[src/rtl/mdu_iterative.sv]
// Iterative multiply/divide unit: radix-2 shift-add MULT and restoring DIV, one bit per cycle.
// Optional MDU_EARLY_ZERO_EN skips the iterations when a zero operand fixes the result.
module mdu_iterative #(
   parameter int WIDTH = 32,
   parameter int CNT_W = 6
) (
   input  logic             i_clk,
   input  logic             i_reset,
   input  logic             i_start,
   input  logic             i_op,
   input  logic             i_sign,
   input  logic [WIDTH-1:0] i_data_1,
   input  logic [WIDTH-1:0] i_data_2,
   output logic             o_busy,
   output logic             o_done,
   output logic [WIDTH-1:0] o_hi,
   output logic [WIDTH-1:0] o_lo
);

   typedef enum logic [1:0] {IDLE, CALC, FIX} state_t;
   state_t state, state_nxt;

   logic               op_q, sign_q, s1_q, s2_q;
   logic [WIDTH-1:0]   a_q, b_q, quo_q, rem_q;
   logic [2*WIDTH-1:0] acc_q;
   logic [CNT_W-1:0]   cnt_q;

   logic               early_zero, last_iter;
   logic [WIDTH-1:0]   mag_1, mag_2;
   logic [WIDTH:0]     mul_sum, div_shift;
   logic               div_ge;
   logic [WIDTH-1:0]   div_diff;
   logic               neg_prod, neg_quo, neg_rem;
   logic [2*WIDTH-1:0] prod_fix;
   logic [WIDTH-1:0]   quo_fix, rem_fix, orig_1;

`ifdef MDU_EARLY_ZERO_EN
   assign early_zero = i_op ? (i_data_2 == '0) : ((i_data_1 == '0) || (i_data_2 == '0));
`else
   assign early_zero = 1'b0;
`endif

   assign mag_1 = (i_sign && i_data_1[WIDTH-1]) ? -i_data_1 : i_data_1;
   assign mag_2 = (i_sign && i_data_2[WIDTH-1]) ? -i_data_2 : i_data_2;

   assign last_iter = (cnt_q == CNT_W'(WIDTH-1));

   // MULT: low half of acc starts as the multiplier and shifts out LSB-first
   assign mul_sum = {1'b0, acc_q[2*WIDTH-1:WIDTH]} + (acc_q[0] ? {1'b0, a_q} : '0);

   // DIV: partial remainder always stays below the divisor, so WIDTH bits hold it
   assign div_shift = {rem_q, quo_q[WIDTH-1]};
   assign div_ge    = (div_shift >= {1'b0, b_q});
   assign div_diff  = div_shift[WIDTH-1:0] - b_q;

   assign neg_prod = sign_q && (s1_q ^ s2_q);
   assign neg_quo  = sign_q && (s1_q ^ s2_q);
   assign neg_rem  = sign_q && s1_q;
   assign prod_fix = neg_prod ? -acc_q : acc_q;
   assign quo_fix  = neg_quo ? -quo_q : quo_q;
   assign rem_fix  = neg_rem ? -rem_q : rem_q;
   // Dividend rebuilt from its magnitude; avoids keeping a copy for divide by zero
   assign orig_1   = (sign_q && s1_q) ? -a_q : a_q;

   always_ff @(posedge i_clk or posedge i_reset) begin
      if (i_reset) state <= IDLE;
      else         state <= state_nxt;
   end

   always_comb begin
      state_nxt = state;
      case (state)
         IDLE:    if (i_start) state_nxt = early_zero ? FIX : CALC;
         CALC:    if (last_iter) state_nxt = FIX;
         FIX:     state_nxt = IDLE;
         default: state_nxt = IDLE;
      endcase
   end

   always_ff @(posedge i_clk or posedge i_reset) begin
      if (i_reset) begin
         op_q   <= 1'b0;
         sign_q <= 1'b0;
         s1_q   <= 1'b0;
         s2_q   <= 1'b0;
         a_q    <= '0;
         b_q    <= '0;
         quo_q  <= '0;
         rem_q  <= '0;
         acc_q  <= '0;
         cnt_q  <= '0;
         o_busy <= 1'b0;
         o_done <= 1'b0;
         o_hi   <= '0;
         o_lo   <= '0;
      end else begin
         o_done <= 1'b0;
         case (state)
            IDLE: begin
               if (i_start) begin
                  op_q   <= i_op;
                  sign_q <= i_sign;
                  s1_q   <= i_data_1[WIDTH-1];
                  s2_q   <= i_data_2[WIDTH-1];
                  a_q    <= mag_1;
                  b_q    <= mag_2;
                  quo_q  <= mag_1;
                  rem_q  <= '0;
                  acc_q  <= early_zero ? '0 : {{WIDTH{1'b0}}, mag_2};
                  cnt_q  <= '0;
                  o_busy <= 1'b1;
               end
            end
            CALC: begin
               cnt_q <= cnt_q + 1'b1;
               if (op_q) begin
                  rem_q <= div_ge ? div_diff : div_shift[WIDTH-1:0];
                  quo_q <= {quo_q[WIDTH-2:0], div_ge};
               end else begin
                  acc_q <= {mul_sum, acc_q[WIDTH-1:1]};
               end
            end
            FIX: begin
               o_busy <= 1'b0;
               o_done <= 1'b1;
               if (!op_q) begin
                  o_hi <= prod_fix[2*WIDTH-1:WIDTH];
                  o_lo <= prod_fix[WIDTH-1:0];
               end else if (b_q == '0) begin
                  o_hi <= orig_1;
                  o_lo <= '1;
               end else begin
                  o_hi <= rem_fix;
                  o_lo <= quo_fix;
               end
            end
            default: ;
         endcase
      end
   end

endmodule

[config.mk]
export PLATFORM = sky130hd
export DESIGN_NAME = mdu_iterative
export DESIGN_NICKNAME = d
export VERILOG_FILES = /design/src/rtl/mdu_iterative.sv
export SDC_FILE = /design/constraint.sdc
export NUM_CORES = 1
export LEC_CHECK = 0
export BUFFER_PORTS_ARGS = -buffer_cell sky130_fd_sc_hd__buf_2
export CAP_MARGIN = 0
export CORE_UTILIZATION = 56
export CTS_CLUSTER_SIZE = 30
export DETAILED_ROUTE_END_ITERATION = 6
export GPL_TIMING_DRIVEN = 0
export HOLD_SLACK_MARGIN = 0.03
export PLACE_DENSITY = 0.78
export SETUP_SLACK_MARGIN = 0.15
export SLEW_MARGIN = 10
export SYNTH_ARGS = -nofsm -noshare
export SYNTH_HDL_FRONTEND = slang
export SYNTH_SLANG_ARGS = --single-unit
[constraint.sdc]
create_clock -name i_clk -period 7.8 [get_ports i_clk]
set_input_delay 0.78 -clock i_clk [delete_from_list [all_inputs] [get_ports i_clk]]
set_output_delay 0.78 -clock i_clk [all_outputs]
set_load 0.02 [all_outputs]
# Yosys cells after proc, flatten, opt, wreduce, memory -nomap -nowiden
# Index checks and enable logic that the tools add are counted.
# W data, S select, Z words.
# classes
magnitude_cmp,1
n_bitwise,1
reduce_logical,14
add_sub_neg,9
n_eq_ne,7
mux,29
# op_table
cell,n
$mux W32,15
$mux W64,3
$neg A32 Y32,5
$pmux W32 S2,2
$pmux W64 S2,1
$neg A64 Y64,1
$add A32 B32 Y33,1
$ge A33 B32 Y1,1
$logic_not A32 Y1,1
$sub A32 B32 Y32,1
$pmux W6 S2,1
$ne A2 B2 Y1 const B,4
$reduce_and A2 Y1,4
$add A6 B1 Y6 const B,1
$eq A6 B5 Y1 const B,1
$mux W6,1
$reduce_and A3 Y1,2
$logic_and A1 B1 Y1,4
$mux W2,2
$pmux W2 S2,1
$reduce_bool A2 Y1,2
$eq A2 B1 Y1 const B,1
$eq A2 B2 Y1 const B,1
$logic_not A2 Y1,1
3 further kinds,4
# word_totals
regBits,270
input_bits,69
out_inout_bits,66
word_cells,76

# Depth between registers and ports, before layout
# logic_depth
ltp_word,5
mapped_depth,15
mapped_depth_nobuf,14

# Least setup slack after synthesis
# OpenSTA, ideal clock, no wires.
# synth_path
kind,flip-flop to flip-flop
from,reg acc_q[0]
to,reg acc_q[61]
n_path_buf,1
setup_ns,0.069
period_less_slack_ns,3.215
stages_incl_launch_ff,16
arrival_time_ns,3.145
path_slack_ns,4.585
required_ns,7.731
cell_sequence,dfrtp_1 -> clkbuf_1 -> inv_1 -> nor2_1 -> ha_1 -> inv_1 -> fa_1 -> nor2b_1 -> o31a_1 -> o21ai_0 -> a21oi_1 -> o21bai_1 -> a21oi_1 -> a41oi_1 -> or4b_2 -> nand3_1
# synth_between
elab_chain_cells,4
# synth_rtl
item,line,text
from (decl),25,logic [2*WIDTH-1:0] acc_q;
from (signal assigned),109,"acc_q <= early_zero ? '0 : {{WIDTH{1'b0}}, mag_2};"
from (signal assigned),120,"acc_q <= {mul_sum, acc_q[WIDTH-1:1]};"
$mux W32,49,"assign mul_sum = {1'b0, acc_q[2*WIDTH-1:WIDTH]} + (acc_q[0] ? {1'b0, a_q} : '0);"
$add A32 B32 Y33,49,
$mux W64,116,if (op_q) begin
$pmux W64 S2,98,case (state)
# Every way passes these cells. The select of a mux whose other input is x is not followed.
# A chain may end at the register's enable or synchronous reset.

# Worst setup path in the final report
# Ends and elaborated chain as after synthesis.

==> summary.md <==
| Metric | Value |
|---|---|
| Status | finished with violations |
| Failing checks | DRC |
| Cell count after synthesis | 2415 |
| Slew Limit Fails | 0 |
| Total Routing Usage GR | 39.15% |
| Max-Cap Viols | 0 |
| Power share of the combinational group | 60.1% |
| CP max-delay cell | or4b_2 |
| Syn Area/Cell | 8.065 um^2 |
| PostCTS Resize Cnt | 0 |
| Worst-Skew Late Latency | 0.60 ns |
| Cell Pwr Density | 496.4 nW/um^2 |
| Most common cell after layout, fill and taps aside | nand2_1 |
| CTS tree | done |
| Via density | 6.424 |
| Die W | 188.5 um |
| Static Leak | 9.725 nW |
| Worst-Margin Slew | 1.305 ns |
| H-Tree Depth | 1 |
| Relative slew slack | 12.68% |
| Synth unique cells | 81 |
| Final Util | 64.87% |
| Crit end category | register |
| Antenna viol nets, final | 0 |
| Final #Nets | 2732 |
| Footprint of the multi-input gates | 11890 um^2 |
| Detailed-route DRC error count | 1 |
| Largest net degree at the start of global routing | 40 |
| Initial Util | 57.51% |
| VDD IR-drop max | 242.5 uV |
| Layout Cells excl Fill | 3063 |
| Initial antenna violation count | 1 |
| Number of clock sinks | 270 |
| Mapped Area | 19480 um^2 |
| CP Data Arrival Time | 4.98 ns |
| Most used DFF post-synth | dfrtp_1 |
| Critical setup path kind | reg2reg |
| Routed WL | 69800 um |
| Tmin final | 4.463 ns |
| Switching Fraction | 51.25% |
| Vias | 19680 |
| First-pass GRT wire length | 107400 um |
| I/O pins | 135 |
| Area growth, synth to finish | 12.80% |
| Setup TNS | 0 ns |
| Hold Vio Cnt, Final | 0 |
| Psw | 5.589 mW |
| Post-synth EDFFs | 0 |
| Initial DRC Count | 2175 |
| Initial DRT Pass Iterations | 7 |
| Postcts setup bufs | 0 |
| FFs w/ async S/R, synth | 100.0% |
| Post-synthesis sequential area ratio | 34.69% |
| Gp weighted congestion | 1.025 |
| Worst Hold Class | in2async |
| Cell family with most CP delay | compound AO/OA/AOI/OAI gates |
| GRT Residual Overflow | 0 |
| Synth Register Bits | 270 |
| Crit path max fanout | 9 |
| Crit path cell chain | clkbuf_1 -> inv_1 -> nor2_1 -> ha_1 -> inv_1 -> fa_1 -> nor2b_1 -> o31a_1 -> o21ai_0 -> a21oi_1 -> o21bai_1 -> a21oi_1 -> a41oi_1 -> or4b_2 -> nand3_1 |
| Hold_buf cts | 0 |
| CTS buffer count | 31 |
| Peak Freq | 224.1 MHz |
| CP max stage delay | 0.64 ns |
| Final setup viols | 0 |
| Worst setup margin | 3.337 ns |
| Synth warn | 0 |
| Tcrit/Tclk final | 57.22% |
| Clk_skew | 0.02004 ns |
| Clock share of power | 14.4% |
| Routed wire per std cell | 22.79 um |
| Sequential power share | 25.5% |
| Full die area | 35530 um^2 |
| Int Pwr | 5.317 mW |
| Fillers | 3002 |
| Cell area after layout | 21970 um^2 |
| Dpl ws | 3.558 ns |
| Clock slew at reported path FFs | 0.06 ns |
| Area after DPL | 20880 um^2 |
| FF/Latch Area | 6756 um^2 |
| CORE AREA | 33870 um^2 |
| Port bufs | 134 |
| HPWL after DPL | 54360 um |
| N_diodes | 0 |
| CTS max path bufs | 3 |
| Clk root buf | clkbuf_16 |
| Placed Cells | 3005 |
| Cell Rows | 67 |
| Unrepaired setup endpoints after global routing | false |
| Commonest non-fill, non-tap cells in the layout | nand2_1 (317), o21ai_0 (291), dfrtp_1 (270) |
| Die Y-Extent | 188.5 um |
| Layout cells sized above 1 | 9.446% |
| Worst setup SP type | register |
| Worst Path Required | 8.31 ns |
| Number of global-route vias before repair | 18550 |
| Syn Nets | 2557 |
| Bufs and invs on worst path | 3 |
==> stage by stage <==
| stage | power, mW | hold WS, ns |
|---|---|---|
| after global routing | 11.58 | 0.3370 |
| final | 10.91 | 0.2818 |
| after detailed placement | 9.094 | 0.4651 |
| after floorplan | 7.147 | 0.4512 |
| after global placement | 8.930 | 0.4577 |
| after CTS | 10.69 | 0.2959 |
==> synthesized netlist by cell type, drive strengths merged (6+ instances only) <==
| master | number | share of area, % |
|---|---|---|
| nand2 | 320 | 6.2 |
| o21ai | 297 | 7.6 |
| dfrtp | 270 | 35 |
| a21oi | 220 | 5.7 |
| nor2 | 207 | 4.0 |
| xor2 | 135 | 6.1 |
| xnor2 | 131 | 5.9 |
| clkbuf | 117 | 2.3 |
| inv | 78 | 1.5 |
| ha | 71 | 4.6 |
| and2 | 41 | 1.3 |
| nor3 | 37 | 1.1 |
| o22ai | 37 | 1.2 |
| o31ai | 36 | 1.5 |
| nor4 | 34 | 1.4 |
| nand3 | 32 | 0.82 |
| a211oi | 30 | 1.2 |
| a21o | 29 | 1.1 |
| a31oi | 28 | 0.98 |
| mux2i | 27 | 1.4 |
| buf | 22 | 0.48 |
| or3 | 22 | 0.78 |
| nand2b | 20 | 0.66 |
| o41ai | 18 | 0.96 |
| nand4 | 17 | 0.66 |
| o211ai | 17 | 0.66 |
| or4 | 17 | 0.71 |
| and3 | 10 | 0.32 |
| o21bai | 9 | 0.35 |
| o21a | 7 | 0.27 |
| a221o | 6 | 0.31 |
| a22o | 6 | 0.27 |
==> routing by layer <==
metal | track usage (%) | vias to the layer above | share of wire (%)
met4 | 16.22 | 0 | 4.4
met5 | 0 | - | 0
met2 | 61.86 | 1124 | 45
met1 | 54.24 | 9462 | 41
met3 | 5.010 | 192 | 10
li1 | - | 8900 | -
==> worst paths after layout <==
check,startpoint,endpoint,slack (ns),cells after the start
min,i_reset,a_q[6],0.28,2
max in group asynchronous,i_reset,b_q[8],6.24,6
max reg2reg,acc_q[0],acc_q[61],3.34,15
min reg2reg,o_hi[5],o_hi[5],0.48,2
max,acc_q[0],acc_q[61],3.34,15
min in group i_clk,i_op,op_q,0.40,3
==> power by group through the flow <==
stage / Sequential (mW) / Combinational, mW / Clock (mW)
final: 2.79 / 6.55 / 1.57
after global routing: 2.83 / 7.14 / 1.62
after CTS: 2.74 / 6.39 / 1.57
after detailed placement: 2.75 / 6.34 / 0
after global placement: 2.73 / 6.20 / 0
after floorplan: 2.46 / 4.69 / 0
==> state kept, by name, indices dropped and copies added (netlist names), 6 cells and up <==
register,flops
rem_q,32
o_hi,32
quo_q,32
a_q,32
o_lo,32
acc_q,64
cnt_q,6
b_q,32
==> cell type report <==
| cell class | instances | share of cell area [%] |
|---|---|---|
| clock inverter | 16 | 0.9739 |
| multi-input combinational | 1928 | 54.14 |
| clock buffer | 42 | 3.992 |
| sequential | 270 | 30.75 |
| inverter | 78 | 1.350 |
| tap | 448 | 2.551 |
| timing repair buffer | 142 | 3.816 |
| buffer | 139 | 2.426 |
==> cell families after synthesis <==
group | after synthesis | synth area share (%)
adders and majority gates | 73 | 4.767
and+or+nand+nor | 786 | 19.19
buffers and inverters | 217 | 4.240
AOI/OAI and AO/OA | 775 | 23.71
xor gates and xnor gates | 266 | 11.96
muxes | 28 | 1.445
DFF | 270 | 34.69
No activity file was read; power rests on OpenSTA's default activity.
